### src/rtl/uart_tx_cfg.sv
// rtl/uart_tx_cfg.sv - configurable UART transmitter (5..DATA_MAX data bits, 1/2 stop, optional parity)
// Optional parity support is compiled in when UART_TX_PARITY_EN is defined.
module uart_tx_cfg #(
  parameter int DATA_MAX   = 8,
  parameter int OVERSAMPLE = 16,
  parameter int BCNT_W     = $clog2(DATA_MAX + 1),
  parameter int SCNT_W     = $clog2(OVERSAMPLE)
) (
  input  logic                clk,
  input  logic                reset,
  input  logic                s_tick,
  input  logic                tx_start,
  input  logic [DATA_MAX-1:0] data_in,
  input  logic [BCNT_W-1:0]   cfg_data_bits,
  input  logic                cfg_stop2,
  input  logic [1:0]          cfg_parity,
  output logic                tx,
  output logic                tx_busy,
  output logic                tx_done_tick
);

`ifdef UART_TX_PARITY_EN
  typedef enum logic [2:0] {IDLE, START, DATA, PARITY, STOP} state_t;
`else
  typedef enum logic [2:0] {IDLE, START, DATA, STOP} state_t;
`endif

  state_t              state;
  logic [SCNT_W-1:0]   s_cnt;
  logic [BCNT_W-1:0]   b_cnt;
  logic [BCNT_W-1:0]   n_lat;
  logic [DATA_MAX-1:0] sh;
  logic                stop2_lat;
  logic [BCNT_W-1:0]   n_clamp;
  logic                bit_end;

`ifdef UART_TX_PARITY_EN
  logic par_en;
  logic par_odd;
  logic par_acc;
`else
  logic unused_parity;
  assign unused_parity = ^cfg_parity;
`endif

  always_comb begin
    n_clamp = cfg_data_bits;
    if (cfg_data_bits < BCNT_W'(5))
      n_clamp = BCNT_W'(5);
    else if (cfg_data_bits > BCNT_W'(DATA_MAX))
      n_clamp = BCNT_W'(DATA_MAX);
  end

  assign bit_end = s_tick && (s_cnt == SCNT_W'(OVERSAMPLE - 1));

  always_ff @(posedge clk) begin
    if (reset) begin
      state        <= IDLE;
      s_cnt        <= '0;
      b_cnt        <= '0;
      n_lat        <= '0;
      sh           <= '0;
      stop2_lat    <= 1'b0;
      tx           <= 1'b1;
      tx_busy      <= 1'b0;
      tx_done_tick <= 1'b0;
`ifdef UART_TX_PARITY_EN
      par_en       <= 1'b0;
      par_odd      <= 1'b0;
      par_acc      <= 1'b0;
`endif
    end else begin
      tx_done_tick <= 1'b0;
      if (state == IDLE) begin
        // Acceptance is not gated by s_tick so the FIFO sees minimum latency.
        if (tx_start) begin
          sh        <= data_in;
          n_lat     <= n_clamp;
          stop2_lat <= cfg_stop2;
          s_cnt     <= '0;
          b_cnt     <= '0;
          tx        <= 1'b0;
          tx_busy   <= 1'b1;
          state     <= START;
`ifdef UART_TX_PARITY_EN
          par_en    <= ^cfg_parity;
          par_odd   <= cfg_parity[1];
          par_acc   <= 1'b0;
`endif
        end
      end else if (s_tick) begin
        if (bit_end)
          s_cnt <= '0;
        else
          s_cnt <= s_cnt + 1'b1;

        if (bit_end) begin
          case (state)
            START: begin
              tx    <= sh[0];
              state <= DATA;
            end
            DATA: begin
              sh <= sh >> 1;
`ifdef UART_TX_PARITY_EN
              par_acc <= par_acc ^ sh[0];
`endif
              if (b_cnt == n_lat - BCNT_W'(1)) begin
                b_cnt <= '0;
`ifdef UART_TX_PARITY_EN
                if (par_en) begin
                  tx    <= par_acc ^ sh[0] ^ par_odd;
                  state <= PARITY;
                end else begin
                  tx    <= 1'b1;
                  state <= STOP;
                end
`else
                tx    <= 1'b1;
                state <= STOP;
`endif
              end else begin
                b_cnt <= b_cnt + 1'b1;
                tx    <= sh[1];
              end
            end
`ifdef UART_TX_PARITY_EN
            PARITY: begin
              tx    <= 1'b1;
              state <= STOP;
            end
`endif
            STOP: begin
              if (b_cnt == BCNT_W'(stop2_lat)) begin
                b_cnt        <= '0;
                tx           <= 1'b1;
                tx_busy      <= 1'b0;
                tx_done_tick <= 1'b1;
                state        <= IDLE;
              end else begin
                b_cnt <= b_cnt + 1'b1;
              end
            end
            default: state <= IDLE;
          endcase
        end
      end
    end
  end

endmodule

### config.mk
export PLATFORM = sky130hd
export DESIGN_NAME = uart_tx_cfg
export DESIGN_NICKNAME = d
export VERILOG_FILES = /design/src/rtl/uart_tx_cfg.sv
export SDC_FILE = /design/constraint.sdc
export NUM_CORES = 1
export LEC_CHECK = 0
export BUFFER_PORTS_ARGS = -buffer_cell sky130_fd_sc_hd__buf_4
export CORE_ASPECT_RATIO = 1.2
export CORE_MARGIN = 2
export CORE_UTILIZATION = 41
export DETAILED_ROUTE_END_ITERATION = 12
export GPL_TIMING_DRIVEN = 0
export PLACE_DENSITY_LB_ADDON = 0.12
export SYNTH_ARGS = -nofsm -noshare
export SYNTH_HDL_FRONTEND = slang
export SYNTH_SLANG_ARGS = --single-unit
### constraint.sdc
create_clock -name clk -period 2.16 [get_ports clk]
set_input_delay 0.324 -clock clk [delete_from_list [all_inputs] [get_ports clk]]
set_output_delay 0.324 -clock clk [all_outputs]
set_load 0.02 [all_outputs]
## After elaboration in Yosys (flattened, before gate mapping)

Index checks and enable logic that the tools add are counted.

- Register bits after elaboration: 27
- Latch bits: 0
- RAM bits: 0
- ROM bits: 0
- Input port bits: 19
- Output and inout port bits: 3
- Word-level logic and storage cells: 81
- Memories: 0

- $add $sub $neg: 3
- Multiply operators: 0
- Divide/modulo/power cells: 0
- Magnitude comparators: 2
- Equal/unequal tests: 9
- Shifts and indexed selects: 0
- Multiplexer cells: 38
- Bitwise operators: 3
- Reductions and logical operators: 17

Operator list:

| operator | number |
|---|---|
| 2-to-1 mux 4 bit | 11 |
| 2-to-1 mux 8 bit | 5 |
| 2-to-1 mux 3 bit | 6 |
| AND reduction 5 bit | 3 |
| 2-to-1 mux 1 bit | 13 |
| nonzero test 2 bit | 5 |
| case mux 3 bit (3 select lines) | 1 |
| adder 4 x 1 -> 4 bit, second input constant | 2 |
| case mux 4 bit (2 select lines) | 1 |
| AND reduction 4 bit | 2 |
| == test 3 x 2 -> 1 bit, second input constant | 2 |
| inequality test 3 bit, second input constant | 2 |
| OR reduction 5 bit | 1 |
| == test 4 x 1 -> 1 bit | 1 |
| == test 4 bit | 1 |
| == test 4 bit, second input constant | 1 |
| > comparator 4 bit, second input constant | 1 |
| < comparator 4 x 3 -> 1 bit, second input constant | 1 |
| AND reduction 2 bit | 2 |
| nonzero test 4 bit | 1 |
| subtractor 4 x 1 -> 4 bit, second input constant | 1 |
| == test 3 x 1 -> 1 bit, second input constant | 1 |
| zero test 3 bit | 1 |
| inverter 1 bit | 3 |
| other kinds (4) | 4 |

## Longest topological paths before layout

Gate-level depths: netlist of run 1.

- Depth after elaboration: 7
- Mapped depth: 9
- Mapped depth without buffers: 7

## Worst setup path after synthesis of run 1

No wires, ideal clock.

- Path type: register -> register
- Start point: register state[1]
- End point: register state[0]
- Setup time: 79 ps
- Data arrival time: 1731 ps
- Required time: 2081 ps
- Path slack: 350 ps
- Stages on the path, launching flop included: 9
- Path buffers: 1
- Period minus slack after synthesis: 1810 ps
- Cells stage by stage: dfxtp_1 > inv_1 > ha_1 > buf_6 > nand2b_4 > o21a_2 > a31o_4 > a31o_4 > a211oi_2

- Word-level cells in the longest chain between the ends: 5

Ends and longest elaborated chain:

| what | RTL line | text |
|---|---|---|
| start: declaration | 28 | `state_t state;` |
| start signal: assignment | 58 | `state <= IDLE;` |
| start signal: assignment | 84 | `state <= START;` |
| start signal: assignment | 101 | `state <= DATA;` |
| == test 3 x 2 -> 1 bit or == test 3 x 1 -> 1 bit (tied branches) | 98 | `case (state)` |
| case mux 3 bit (3 select lines) | 98 |  |
| 2-to-1 mux 3 bit | 97 | `if (bit_end) begin` |
| 2-to-1 mux 3 bit | 91 | `end else if (s_tick) begin` |
| 2-to-1 mux 3 bit | 74 | `if (state == IDLE) begin` |

Several ways; a longest one is shown, not always the timed one. The select of a mux whose other input is x is not followed.
A chain may end at the register's enable or synchronous reset.

## Worst setup path in the final report of run 1

- Start point: register state[0]
- End point: register state[0]

Same word-level chain as after synthesis.

==> impl_results.md, run 1 <==
- Critical path required time: 2.43 ns
- Main synth FF type: dfxtp_1
- Largest net degree at the start of global routing: 14
- GRT busiest layer: met2
- Worst setup EP type: register
- Leak: 0.663 nW
- Net switching power: between 0.0003 and 0.0004 W
- Warnings from Yosys: 0
- Clk pin slew, worst setup/hold paths: around 0.13 ns
- Crit-path max cell delay: about 0.4 ns
- Crit path arrival time: between 2 and 2.5 ns
- Setup WS pre-CTS: between 0.2 and 0.25 ns
- Crit path from: state[0]
- Number of synthesized flops with an enable pin: 0
- Area leader, netlist: dfxtp_1
- Area contributors post-synth: dfxtp_1 38%, mux2i_1 6.6%, ha_1 5.5%, nor2_1 5.5%, a211oi_1 3.9%
- Nets@finish: between 200 and 250
- FP Rows: 22
- Mapped Nets: between 150 and 200
- Num ports: 22
- Yosys cell types: 39
- Async S/R FF share, synth: 0
- Post-CTS Setup Bufs: 0
- Pre-antenna DRT Iters: 4
- Post-route DRC: 0
- Worst Path Max Fanout: 8
- Syn Inst Count: 154
- Die H: roughly 67 um
- Pwr dens: between 700 and 800 nW/um^2
- Final hold vios: 0
- Top-area cell type share of the netlist area: 0.382
- Seq pwr share: 0.491
- Cts hold-fix bufs: 0
- Max-Cap Viols: 0
- Internal power: between 0.0007 and 0.0008 W
- Vias in the first global route: between 1,000 and 1,500
- Unrepaired setup endpoints after global routing: no
- Final setup viols: 0
- Core Box Area: 3110 um^2
- Wire length after detailed routing: 2800 um
- Clock root buffer: clkbuf_4
- Setup Crit Path Kind: reg2reg
- Post-layout util: 0.503
- Register area share after synthesis: 0.382
- Die area: 3800 um^2
- Fmax: just over 500 MHz
- Mapped Area: between 1000 and 1500 um^2
- DRT antenna net count: 0
- Startpoint types: register
- WP depth: 8
- Crit-path leading delay family: compound AO/OA/AOI/OAI gates
- Met3 usage: 0.0230
- Post-route minimum period: just under 2 ns
- Tcrit/Tclk final: 0.914
- Combinational share of power: 0.331
- Wire per inst: roughly 13 um
- Post-CTS Resized: 0
- Vias: between 1,000 and 1,500
- CP cell instances: inv_1 > ha_1 > buf_6 > nand2b_4 > o21a_2 > a31o_4 > a31o_4 > a211oi_2
- Antenna violations before repair: 0
- Worst reg2reg path depth: 8
- CTS Sinks: 26
- Maximum clock insertion buffer count: 2
- Clk_lat worst skew: ~0.33 ns
- Most used cell, CP: a31o_4
- Layout cell share with drive strength beyond 1: 0.166
- RePlAce Congestion: between 0.8 and 0.9
- Vias/cell: approximately 5.5
- Gr ovfl total: 0
- Max-slew violation count: 0
- GR Util met1: 0.184
- VDD IR max: about 370 uV
- Starting DRT DRC Count: 23
- Status: completed
- Setup TNS: 0 ns
- Hpwl dp: about 2100 um
- Relative slew slack: 0.593
- Chip Width: ~57 um
- Starting Density: 0.438
- Worst R2R End: state[0]
- CTS tree: built
- First-pass GRT wire length: a little under 5000 um
- Worst setup endpoint: state[0]
- Clk_skew: around 0.0015 ns
- Final worst slack: 0.187 ns
- CP bufs+invs: 2
- Tot GR Track Use: 0.163
- Cts bufs inserted: 3
- Sw Ratio: 0.335
- Met2 Use GR: 0.301
- Area Overhead vs Synth: 14.9%
- Slowest-stage cell, CP: dfxtp_1
- R2R setup slack: ~0.19 ns
- N_diodes: 0
- Post-synthesis register bit count: 26
- H-tree level count: 1
- Hold Path Class: in2reg
- Clk pwr share: 0.178
- Port-buffer cells: 18
- Critical R2R Launch: state[0]
- Worst slew pin tran: slightly above 0.6 ns
- Synthesized area per cell: between 8 and 9 um^2
==> cell usage in the layout (no fill, tap or decap), drive strengths merged, types with 2 or more instances in the layout <==
| master | count |
|---|---|
| ha | 6 |
| mux2i | 9 |
| nand2b | 4 |
| buf | 20 |
| a211oi | 8 |
| nand2 | 14 |
| a221o | 2 |
| xor2 | 5 |
| a21oi | 7 |
| nand4 | 2 |
| xnor2 | 4 |
| nand3 | 4 |
| o21ai | 5 |
| inv | 6 |
| clkbuf | 7 |
| dfxtp | 26 |
| a31o | 2 |
| nor2 | 21 |
| o21a | 2 |
| nor3 | 7 |
==> cells in the mapped netlist, drive strengths merged (5+ instances only) <==
| cell type | number |
|---|---|
| o21ai | 5 |
| inv | 6 |
| a21oi | 7 |
| nor3 | 7 |
| ha | 6 |
| dfxtp | 26 |
| nor2 | 21 |
| xor2 | 5 |
| a211oi | 8 |
| nand2 | 14 |
| mux2i | 9 |
==> kinds of logic (layout without fill, tap and decap cells) <==
logic type / after synthesis / count (layout) / synth area share
xor+xnor: 9 / 9 / 0.0578
flops: 26 / 26 / 0.382
fa+ha+maj: 6 / 6 / 0.0551
buf+inv: 12 / 33 / 0.0413
simple gates: 58 / 58 / 0.205
compound gates: 34 / 34 / 0.193
mux: 9 / 9 / 0.0661
==> power by group through the flow <==
stage	registers [W]	clock network [W]	logic [W]
2_1_floorplan	0.000583	0	0.000290
3_3_place_gp	0.000583	0	0.000381
3_5_place_dp	0.000584	0	0.000390
4_1_cts	0.000574	0.000213	0.000392
5_1_grt	0.000582	0.000230	0.000431
6_report	0.000575	0.000209	0.000387
==> how the worst min path moves through the flow <==
stage | startpoint | end | slack, ns | depth (start not counted)
2_1_floorplan | s_cnt[3] | s_cnt[3] | 0.45 | 1
3_3_place_gp | stop2_lat | stop2_lat | 0.47 | 2
3_5_place_dp | stop2_lat | stop2_lat | 0.46 | 2
4_1_cts | data_in[7] | sh[7] | 0.22 | 3
5_1_grt | data_in[7] | sh[7] | 0.23 | 3
6_report | cfg_stop2 | stop2_lat | 0.22 | 3
==> tightest hold or removal path: cells and delay by family <==
family                 cells  cell delay (ns)
buffers and inverters      1             0.11
AOI/OAI and AO/OA          1             0.05
and+or+nand+nor            1             0.05
==> layer usage <==
| layer | share of wire | vias up | wire length (um) |
|---|---|---|---|
| li1 | - | 593 | - |
| met1 | 0.45 | 536 | 1260 |
| met2 | 0.49 | 27 | 1370 |
| met3 | 0.039 | 5 | 110 |
| met4 | 0.020 | 0 | 57 |
| met5 | 0 | - | 0 |
==> state kept, by name, summed over array words and instances, names as in the netlist <==
| name | cells |
|---|---|
| b_cnt | 4 |
| n_lat | 4 |
| s_cnt | 4 |
| sh | 8 |
| state | 2 |
| stop2_lat | 1 |
| tx | 1 |
| tx_busy | 1 |
| tx_done_tick | 1 |
==> final cells by class <==
type                       count  area (um^2)
inverter                       6         22.5
timing repair buffer          18          135
multi-input combinational    116          786
tap                           36         45.0
fill                         322         1550
clock buffer                   3         22.5
sequential                    26          520
buffer                         6         33.8
==> per-stage QoR <==
step / total power [W] / hold slack, ns / instances / area (um^2)
after floorplan: 0.000873 / 0.447 / 154 / 1360
after global placement: 0.000965 / 0.465 / 208 / 1540
after detailed placement: 0.000974 / 0.463 / 208 / 1540
after CTS: 0.00118 / 0.224 / 211 / 1570
after global routing: 0.00124 / 0.231 / 211 / 1570
final: 0.00117 / 0.224 / 211 / 1570
(Power assumes the default switching activity.)
==> run 2, diff against run 1 <==
--- a/config.mk
+++ b/config.mk
@@ -8,9 +8,8 @@
 export BUFFER_PORTS_ARGS = -buffer_cell sky130_fd_sc_hd__buf_4
 export CORE_ASPECT_RATIO = 1.2
 export CORE_MARGIN = 2
-export CORE_UTILIZATION = 41
+export CORE_UTILIZATION = 55
 export DETAILED_ROUTE_END_ITERATION = 12
-export GPL_TIMING_DRIVEN = 0
 export PLACE_DENSITY_LB_ADDON = 0.12
 export SYNTH_ARGS = -nofsm -noshare
 export SYNTH_HDL_FRONTEND = slang
==> run 2 against run 1 <==
Net effect: worst hold slack gained 0.0076 ns; via count is 0.69% lower; critical endpoint is now b_cnt[2]; flip-flop and latch count did not move; non-clock buffer count is 2 lower; clock power grew 59%; highest routed layer unchanged; largest cell class unchanged; design area grew 1.3%.
==> impl_results.md, run 2 (same netlist as run 1, synthesis figures left out) <==
- Post-CTS Setup Bufs: 0 (unchanged)
- Internal power: 0.000897 W (+15%)
- Unrepaired setup endpoints after global routing: no
- Num ports: 22 (unchanged)
- Max-slew violation count: 0 (unchanged)
- Final worst slack: 0.125 ns (-0.0614 ns)
- Clock root buffer: clkbuf_4
- Fmax: 491 MHz (-3.0%)
- Placed insts: 201 (-3.4%)
- Crit-path leading delay family: compound AO/OA/AOI/OAI gates
- Wire per inst: 12.9 um (-3.1%)
- Wire length after detailed routing: 2640 um (-5.9%)
- Clk pin slew, worst setup/hold paths: 0.14 ns (about the same)
- Leak: 0.681 nW (+2.7%)
- Tot GR Track Use: 0.197 (+0.0338)
- Core Box Area: 2330 um^2 (-25%)
- Commonest non-fill, non-tap cell in the layout: dfxtp_1
- Die H: 58.5 um (-13%)
- Post-CTS Resized: 0 (unchanged)
- Pre-antenna DRT Iters: 4 (unchanged)
- Crit path arrival time: 2.26 ns (+0.02 ns)
- Most frequent cells in the layout: 26 x dfxtp_1, 22 x buf_4, 20 x nor2_1, 14 x nand2_1, 9 x mux2i_1
- Vias in the first global route: 1,085 (-2.5%)
- Most used cell, CP: xnor2_1
- Final setup viols: 0 (unchanged)
- N_diodes: 0 (unchanged)
- Net switching power: 0.000391 W (-0.34%)
- Worst setup EP type: register
- Worst Path Max Fanout: 5 (-3)
- Maximum clock insertion buffer count: 2 (unchanged)
- Clk_skew: 0.00585 ns (+0.00430 ns)
- Hpwl dp: 1970 um (-8.1%)
- Vias: 1,153 (-0.69%)
- Status: completed
- VDD IR max: 662 uV (+78%)
- Critical path required time: 2.38 ns (-0.05 ns)
- Max-Cap Viols: 0 (unchanged)
- CP bufs+invs: 1 (-1)
- CTS Sinks: 26 (unchanged)
- Largest net degree at the start of global routing: 26 (+12)
- H-tree level count: 1 (unchanged)
- Slowest-stage cell, CP: dfxtp_1
- Seq pwr share: 0.443 (-0.048)
- Area Overhead vs Synth: 16.3%
- Combinational share of power: 0.299 (-0.032)
- Worst slew pin tran: 0.370 ns (-0.241 ns)
- Starting Density: 0.585 (+0.147)
- Setup WS pre-CTS: 0.187 ns (-0.0424 ns)
- Largest Register: sh
- Setup TNS: 0 ns (unchanged)
- Vias/cell: 5.62 (+2.2%)
- Cts bufs inserted: 3 (unchanged)
- Clk_lat worst skew: 0.32 ns (about the same)
- First-pass GRT wire length: 4540 um (-6.3%)
- Setup Crit Path Kind: reg2reg
- FP Rows: 19 (-14%)
- Pwr dens: 812 nW/um^2 (+8.6%)
- Layout cell share with drive strength beyond 1: 0.184 (+0.0182)
- Max FFs per register: 8 (unchanged)
- Gr ovfl total: 0 (unchanged)
- Post-route DRC: 0 (unchanged)
- CTS tree: built
- Hold Path Class: in2reg
- Clk pwr share: 0.258 (+0.080)
- DRT antenna net count: 0 (unchanged)
- Sw Ratio: 0.304 (-0.0316)
- Starting DRT DRC Count: 19 (-17%)
- Port-buffer cells: 19 (+1)
- Die area: 2890 um^2 (-24%)
- Final hold vios: 0 (unchanged)
- Tcrit/Tclk final: 0.942 (+0.0284)
- Cts hold-fix bufs: 0 (unchanged)
- Chip Width: 49.4 um (-13%)
- Non-Filler Instances: 205 (-2.8%)
- RePlAce Congestion: 0.717 (-11%)
- Antenna violations before repair: 0 (unchanged)
- Final Power: 0.00129 W (+10%)
- Startpoint types: register
- Crit-path max cell delay: 0.43 ns (+0.03 ns)
- CP cell instances: inv_1 > ha_1 > xnor2_1 > xnor2_1 > nand4_1 > o2111a_1 > a221o_1
- Layout fillers: 210 (-35%)
- Post-route minimum period: 2.03 ns (+0.0614 ns)
- Nets@finish: 200 (-0.99%)
- Relative slew slack: 0.753 (+0.160)
## run 2: worst min-delay path: cells and delay by family
| family | cells | cell delay [ns] |
|---|---|---|
| compound gates | 1 | 0.05 |
| buf+inv | 1 | 0.11 |
| simple gates | 1 | 0.04 |
## run 2: final cells by class
| cell class | count | area (um^2) | area share |
|---|---|---|---|
| clock buffer | 3 | 22.5 | 0.0142 |
| clock inverter | 1 | 30.0 | 0.0189 |
| inverter | 6 | 22.5 | 0.0142 |
| multi-input combinational | 116 | 786 | 0.496 |
| sequential | 26 | 520 | 0.328 |
| tap | 31 | 38.8 | 0.0245 |
| timing repair buffer | 22 | 165 | 0.104 |
## run 2: routing by layer
layer  global-route usage  wire [um]
met5                    0          0
met4               0.0675         36
met3               0.0178        101
met2                0.376       1350
met1                0.230       1160
## run 2: worst paths after layout
| check | startpoint | end | slack (ns) | depth (start not counted) |
|---|---|---|---|---|
| max | n_lat[0] | b_cnt[2] | 0.13 | 7 |
| min | data_in[7] | sh[7] | 0.23 | 3 |
| max reg2reg | n_lat[0] | b_cnt[2] | 0.13 | 7 |
| min reg2reg | n_lat[3] | n_lat[3] | 0.48 | 2 |
## run 2: per-stage QoR
step	hold slack (ns)	util	area [um^2]
after global routing	0.231	0.680	1590
after detailed placement	0.469	0.658	1530
after global placement	0.457	0.658	1530
after floorplan	0.447	-	1360
final	0.232	0.680	1590
after CTS	0.230	0.680	1590
## run 2: power groups by stage
stage          Clock, W  Sequential [W]  Combinational, W
6_report       0.000332        0.000571          0.000384
2_1_floorplan         0        0.000583          0.000290
4_1_cts        0.000335        0.000570          0.000386
3_5_place_dp          0        0.000581          0.000383
5_1_grt        0.000355        0.000579          0.000428
3_3_place_gp          0        0.000579          0.000371
